### config.mk
export PLATFORM = sky130hd
export DESIGN_NAME = input_debouncer_flat
export DESIGN_NICKNAME = d
export VERILOG_FILES = /design/src/rtl/debounce_pkg.sv /design/src/rtl/input_debouncer_if.sv /design/src/rtl/synchronizer.sv /design/src/rtl/input_debouncer.sv /design/src/flat_wrapper.sv
export SDC_FILE = /design/constraint.sdc
export NUM_CORES = 1
export LEC_CHECK = 0
export ABC_AREA = 0
export BUFFER_PORTS_ARGS = -buffer_cell sky130_fd_sc_hd__buf_2
export CAP_MARGIN = 25
export CORE_MARGIN = 10
export CORE_UTILIZATION = 57
export DETAILED_ROUTE_END_ITERATION = 12
export GPL_TIMING_DRIVEN = 0
export PLACE_DENSITY = 0.76
export SYNTH_ARGS = -nofsm -noshare
export SYNTH_HDL_FRONTEND = slang
export SYNTH_SLANG_ARGS = --single-unit
export TNS_END_PERCENT = 50
### constraint.sdc
create_clock -name clk -period 2.3 [get_ports clk]
set_input_delay 0.115 -clock clk [delete_from_list [all_inputs] [get_ports clk]]
set_output_delay 0.115 -clock clk [all_outputs]
set_load 0.01 [all_outputs]
### src/rtl/debounce_pkg.sv
// Shared debounce definitions: FSM state encoding, board-level defaults and
// small decode helpers used by the debouncer and anything that inspects its state.
package debounce_pkg;

  // Encoding chosen so bit 1 is the debounced level and bit 0 ^ bit 1 marks a pending candidate
  typedef enum logic [1:0] {
    STABLE_LOW  = 2'b00,
    PEND_HIGH   = 2'b01,
    STABLE_HIGH = 2'b11,
    PEND_LOW    = 2'b10
  } debounce_state_e;

  localparam int BOARD_SYNC_DEPTH      = 2;
  localparam int BOARD_DEBOUNCE_CYCLES = 1000;

  function automatic logic state_level(debounce_state_e st);
    return st[1];
  endfunction

  function automatic logic state_pending(debounce_state_e st);
    return st[1] ^ st[0];
  endfunction

endpackage

### src/rtl/input_debouncer_if.sv
// Signal bundle between a raw input source and the debouncer:
// the raw level goes in, the debounced level and edge pulses come out.
interface input_debouncer_if;
  logic d_async;
  logic q;
  logic rise;
  logic fall;
  logic pending;

  modport master (output d_async, input q, rise, fall, pending);
  modport slave  (input d_async, output q, rise, fall, pending);
endinterface

### src/rtl/synchronizer.sv
// Multi-flop level synchronizer bringing an asynchronous signal into the clk domain.
module synchronizer #(
  parameter int DEPTH = 2
) (
  input  logic clk,
  input  logic reset,
  input  logic d,
  output logic q
);

  logic [DEPTH-1:0] chain;

  always_ff @(posedge clk or posedge reset) begin
    if (reset) begin
      chain <= '0;
    end else begin
      chain <= {chain[DEPTH-2:0], d};
    end
  end

  assign q = chain[DEPTH-1];

endmodule

### src/rtl/input_debouncer.sv
// Debouncer: synchronizes a raw input, qualifies each candidate level change over
// DEBOUNCE_CYCLES consecutive samples, and emits one-cycle rise/fall pulses.
module input_debouncer
  import debounce_pkg::*;
#(
  parameter int SYNC_DEPTH      = BOARD_SYNC_DEPTH,
  parameter int DEBOUNCE_CYCLES = BOARD_DEBOUNCE_CYCLES,
  parameter int CNT_WIDTH       = $clog2(DEBOUNCE_CYCLES + 1)
) (
  input logic              clk,
  input logic              reset,
  input_debouncer_if.slave bus
);

  generate
    if (SYNC_DEPTH < 2 || DEBOUNCE_CYCLES < 1) begin : g_bad_params
      $error("input_debouncer: SYNC_DEPTH must be >= 2 and DEBOUNCE_CYCLES >= 1");
    end
  endgenerate

  localparam logic [CNT_WIDTH-1:0] CNT_ONE  = CNT_WIDTH'(1);
  localparam logic [CNT_WIDTH-1:0] CNT_LAST = CNT_WIDTH'(DEBOUNCE_CYCLES - 1);

  logic                 s;
  debounce_state_e      state;
  debounce_state_e      next_state;
  logic [CNT_WIDTH-1:0] cnt;
  logic [CNT_WIDTH-1:0] next_cnt;
  logic                 next_q;

  synchronizer #(
    .DEPTH(SYNC_DEPTH)
  ) u_sync (
    .clk  (clk),
    .reset(reset),
    .d    (bus.d_async),
    .q    (s)
  );

  // Edge pulses are registered alongside the state so they appear the cycle after q moves
  always_ff @(posedge clk or posedge reset) begin
    if (reset) begin
      state    <= STABLE_LOW;
      cnt      <= '0;
      bus.rise <= 1'b0;
      bus.fall <= 1'b0;
    end else begin
      state    <= next_state;
      cnt      <= next_cnt;
      bus.rise <= next_q & ~state_level(state);
      bus.fall <= ~next_q & state_level(state);
    end
  end

  // cnt holds how many consecutive samples have disagreed with q; it never passes CNT_LAST
  always_comb begin
    next_state = state;
    next_cnt   = cnt;
    case (state)
      STABLE_LOW: begin
        if (s) begin
          if (DEBOUNCE_CYCLES == 1) begin
            next_state = STABLE_HIGH;
          end else begin
            next_state = PEND_HIGH;
            next_cnt   = CNT_ONE;
          end
        end
      end
      PEND_HIGH: begin
        if (!s) begin
          next_state = STABLE_LOW;
          next_cnt   = '0;
        end else if (cnt == CNT_LAST) begin
          next_state = STABLE_HIGH;
          next_cnt   = '0;
        end else begin
          next_cnt = cnt + CNT_ONE;
        end
      end
      STABLE_HIGH: begin
        if (!s) begin
          if (DEBOUNCE_CYCLES == 1) begin
            next_state = STABLE_LOW;
          end else begin
            next_state = PEND_LOW;
            next_cnt   = CNT_ONE;
          end
        end
      end
      PEND_LOW: begin
        if (s) begin
          next_state = STABLE_HIGH;
          next_cnt   = '0;
        end else if (cnt == CNT_LAST) begin
          next_state = STABLE_LOW;
          next_cnt   = '0;
        end else begin
          next_cnt = cnt + CNT_ONE;
        end
      end
      default: begin
        next_state = STABLE_LOW;
        next_cnt   = '0;
      end
    endcase
  end

  always_comb begin
    bus.q       = state_level(state);
    bus.pending = state_pending(state);
    next_q      = state_level(next_state);
  end

endmodule

### src/flat_wrapper.sv
// flat-port wrapper written by rule: the top's interface ports become plain ports
module input_debouncer_flat import debounce_pkg::*;
#(
  parameter int SYNC_DEPTH      = BOARD_SYNC_DEPTH,
  parameter int DEBOUNCE_CYCLES = BOARD_DEBOUNCE_CYCLES,
  parameter int CNT_WIDTH       = $clog2(DEBOUNCE_CYCLES + 1)
)
  (clk, reset, bus_d_async, bus_q, bus_rise, bus_fall, bus_pending);
  input_debouncer_if bus_i ();
  input logic clk;
  input logic reset;
  input wire logic [$bits(bus_i.d_async)-1:0] bus_d_async;
  output wire logic [$bits(bus_i.q)-1:0] bus_q;
  output wire logic [$bits(bus_i.rise)-1:0] bus_rise;
  output wire logic [$bits(bus_i.fall)-1:0] bus_fall;
  output wire logic [$bits(bus_i.pending)-1:0] bus_pending;
  assign bus_i.d_async = bus_d_async;
  assign bus_q = bus_i.q;
  assign bus_rise = bus_i.rise;
  assign bus_fall = bus_i.fall;
  assign bus_pending = bus_i.pending;
  input_debouncer #(.SYNC_DEPTH(SYNC_DEPTH), .DEBOUNCE_CYCLES(DEBOUNCE_CYCLES), .CNT_WIDTH(CNT_WIDTH)) u_core (.clk(clk), .reset(reset), .bus(bus_i));
endmodule
==> summary.md <==
| Metric | Value |
|---|---|
| Outcome | finished clean |
| Initial antenna violation count | 0 |
| Sinks on Clock Net | 16 |
| Synth Register Bits | 16 |
| Synth top area share | 44.14% |
| Crit-path max FO | 9 |
| IO Port Bufs | 6 |
| Cell taking the most area after synthesis | dfrtp_1 |
| DR WL/cell | 13.73 um |
| H-tree depth | 1 |
| Clk_skew | 1.177 ps |
| Clock power share | 19.8% |
| CP required | 2460 ps |
| Max IR drop VDD | 573.0 uV |
| Hold Path Class | flop to flop |
| Gate power share | 33.3% |
| Filler Cells Inserted | 134 |
| DR DRC count | 0 |
| Post-cts gate resize count | 0 |
| P_leak | 0.4350 nW |
| Final Hold Viols | 0 |
| Core area | 1506 um^2 |
| Die H | 59.89 um |
| Synth Flop Type | dfrtp_1 |
| Finished Core Util | 66.36% |
| Num CTS Buffers | 3 |
| Seq pwr share | 46.9% |
| Die Width | 59.89 um |
| EDFF count, synth | 0 |
| Total Wirelength | 1565 um |
| Gr ovfl total | 0 |
| Post-synth top cells | dfrtp_1, nor2_1, ha_1, nand2_1, a21oi_1 |
| Crit path kind | flop to flop |
| Vias in the first global route | 673 |
| Synth warn | 0 |
| Vias | 667 |
| PD cells | 707.9 nW/um^2 |
| Switching power | 0.0002464 W |
| Crit start category | flop |
| Syn avg cell area | 10.43 um^2 |
| Fin Setup TNS | 0 ps |
| Layout cells sized above 1 | 16.33% |
| Slew HR | 51.12% |
| Top-count cell post-synth | dfrtp_1 |
| Post-synth cell types | 28 |
| Crit share post-route | 84.85% |
| Routability Congestion | 0.7977 |
| CTS Buffer Depth | 2 |
| Syn Inst Count | 87 |
| Hold Slack | 358.8 ps |
| Worst-path clk slew | 80 ps |
| Root Buffer | clkbuf_4 |
| Fmax | 512.4 MHz |
| DP Wirelength | 1131 um |
| Worst-Skew Late Latency | 280 ps |
| First-pass GRT wire length | 2856 um |
| DRT Pass-1 Iters | 4 |
| Internal power | 0.0004613 W |
| CTS tree | done |
| Min Tclk post-route | 1952 ps |
| GRT Util Overall | 9.944% |
| Max-Cap Viols | 0 |
| DR vias/cell | 5.851 |
| Drt initial violations | 9 |
| Cell Area, Synth | 907.1 um^2 |
| RSZ-0062 raised after global routing | no |
| Worst Tran Pin Value | 712.7 ps |
| Critical Path AT | 2120 ps |
| Mapped Nets | 97 |
| Synth async-reset ratio | 100.0% |
| Nets | 110 |
| Sequential area share after synthesis | 44.14% |
| Layout area overhead | 10.21% |
| Io pins | 7 |
| FP Rows | 14 |
| Slew Limit Fails | 0 |
| Final setup fails | 0 |
| Initial Util | 60.22% |
| Largest net degree at the start of global routing | 17 |
| Sw Share | 34.82% |
| DIE AREA | 3587 um^2 |
| Antenna diodes | 0 |
| Area contributors post-synth | dfrtp_1, ha_1, nor2_1, xnor2_1, xor2_1 |
| CP Capture Type | flop |
| Final ANT Viol Nets | 0 |
[area by class of cell]
cell class | instances | area, um^2 | share of cell area, %
inverters | 3 | 11.26 | 1.126
flip-flops and latches | 16 | 400.4 | 40.05
multi-input cells | 67 | 484.2 | 48.44
well taps | 16 | 20.02 | 2.003
plain buffers | 1 | 11.26 | 1.126
clock buffers | 3 | 22.52 | 2.253
repair buffers | 8 | 50.05 | 5.006
[final timing paths]
path                                              from                endpoint  slack (ps)  cells past startpoint
max in group asynchronous                        reset           u_core.cnt[1]        1490                      3
worst max-delay path                   u_core.state[1]           u_core.cnt[6]         350                      6
worst min-delay path            u_core.u_sync.chain[0]  u_core.u_sync.chain[1]         360                      0
min in group asynchronous                        reset           u_core.cnt[5]         440                      3
worst max register to register         u_core.state[1]           u_core.cnt[6]         350                      6
worst min register to register  u_core.u_sync.chain[0]  u_core.u_sync.chain[1]         360                      0
[kinds of logic after synthesis]
logic type / count (synthesis) / share of synthesized area, %
buf+inv: 4 / 2.483
compound gates: 17 / 14.34
simple gates: 32 / 18.07
mux: 3 / 3.586
flops: 16 / 44.14
xor+xnor: 8 / 7.723
fa+ha+maj: 7 / 9.655
[timing repair]
item | in CTS | in global routing
hold endpoints to repair | 17 | 0
setup buffers | 0 | 0
hold buffers | 2 | 0
[cells in the final DEF (no fill, tap or decap), types with 2 or more instances in the layout]
cell type and count:
dfrtp_1 16, nor2_1 10, nand2_1 7, ha_1 7
buf_2 6, a21oi_1 5, xnor2_1 4, xor2_1 4
nand4_1 3, nand3_1 3, inv_1 3, o21a_1 3
clkbuf_4 3, mux2_2 2, nor4_1 2, and2_1 2
nor3_1 2, o211ai_1 2, dlygate4sd3_1 2
[per-stage QoR]
stage | setup WS, ps | cells | total power (W) | cell area [um^2]
final | 348.4 | 114 | 0.0007077 | 999.7
after floorplan | 539.0 | 87 | 0.0005192 | 907.1
after global placement | 426.6 | 109 | 0.0005655 | 957.2
after detailed placement | 373.7 | 109 | 0.0005735 | 957.2
after CTS | 339.0 | 114 | 0.0007192 | 999.7
after global routing | 135.7 | 114 | 0.0007628 | 999.7
[worst max-delay path, stage by stage, from the launching register on]
cell	delay, ps
dfrtp_1	460
inv_1	170
ha_1	240
mux2i_1	550
nand4_1	200
xor2_1	180
nor2_1	50
[flip-flops by register name, summed over array words and instances (netlist names)]
| signal | flops |
|---|---|
| u_core.u_sync.chain | 2 |
| u_core.bus.rise | 1 |
| u_core.bus.fall | 1 |
| u_core.state | 2 |
| u_core.cnt | 10 |
[power by group through the flow]
stage / combinational (W) / clock [W] / sequential, W
after floorplan: 0.000187 / 0 / 0.000332
after global placement: 0.000229 / 0 / 0.000336
after detailed placement: 0.000236 / 0 / 0.000338
after CTS: 0.000239 / 0.000148 / 0.000332
after global routing: 0.000269 / 0.000157 / 0.000336
final: 0.000236 / 0.000140 / 0.000332
[layer usage]
metal	vias to the layer above	share of wire (%)	GRT usage (%)
met1	315	51	13.40
met4	0	1.5	3.846
li1	338	-	-
met3	5	3.3	1.907
met2	9	44	15.15
met5	-	0	0
Note: power is estimated with default switching activity, not from simulation.
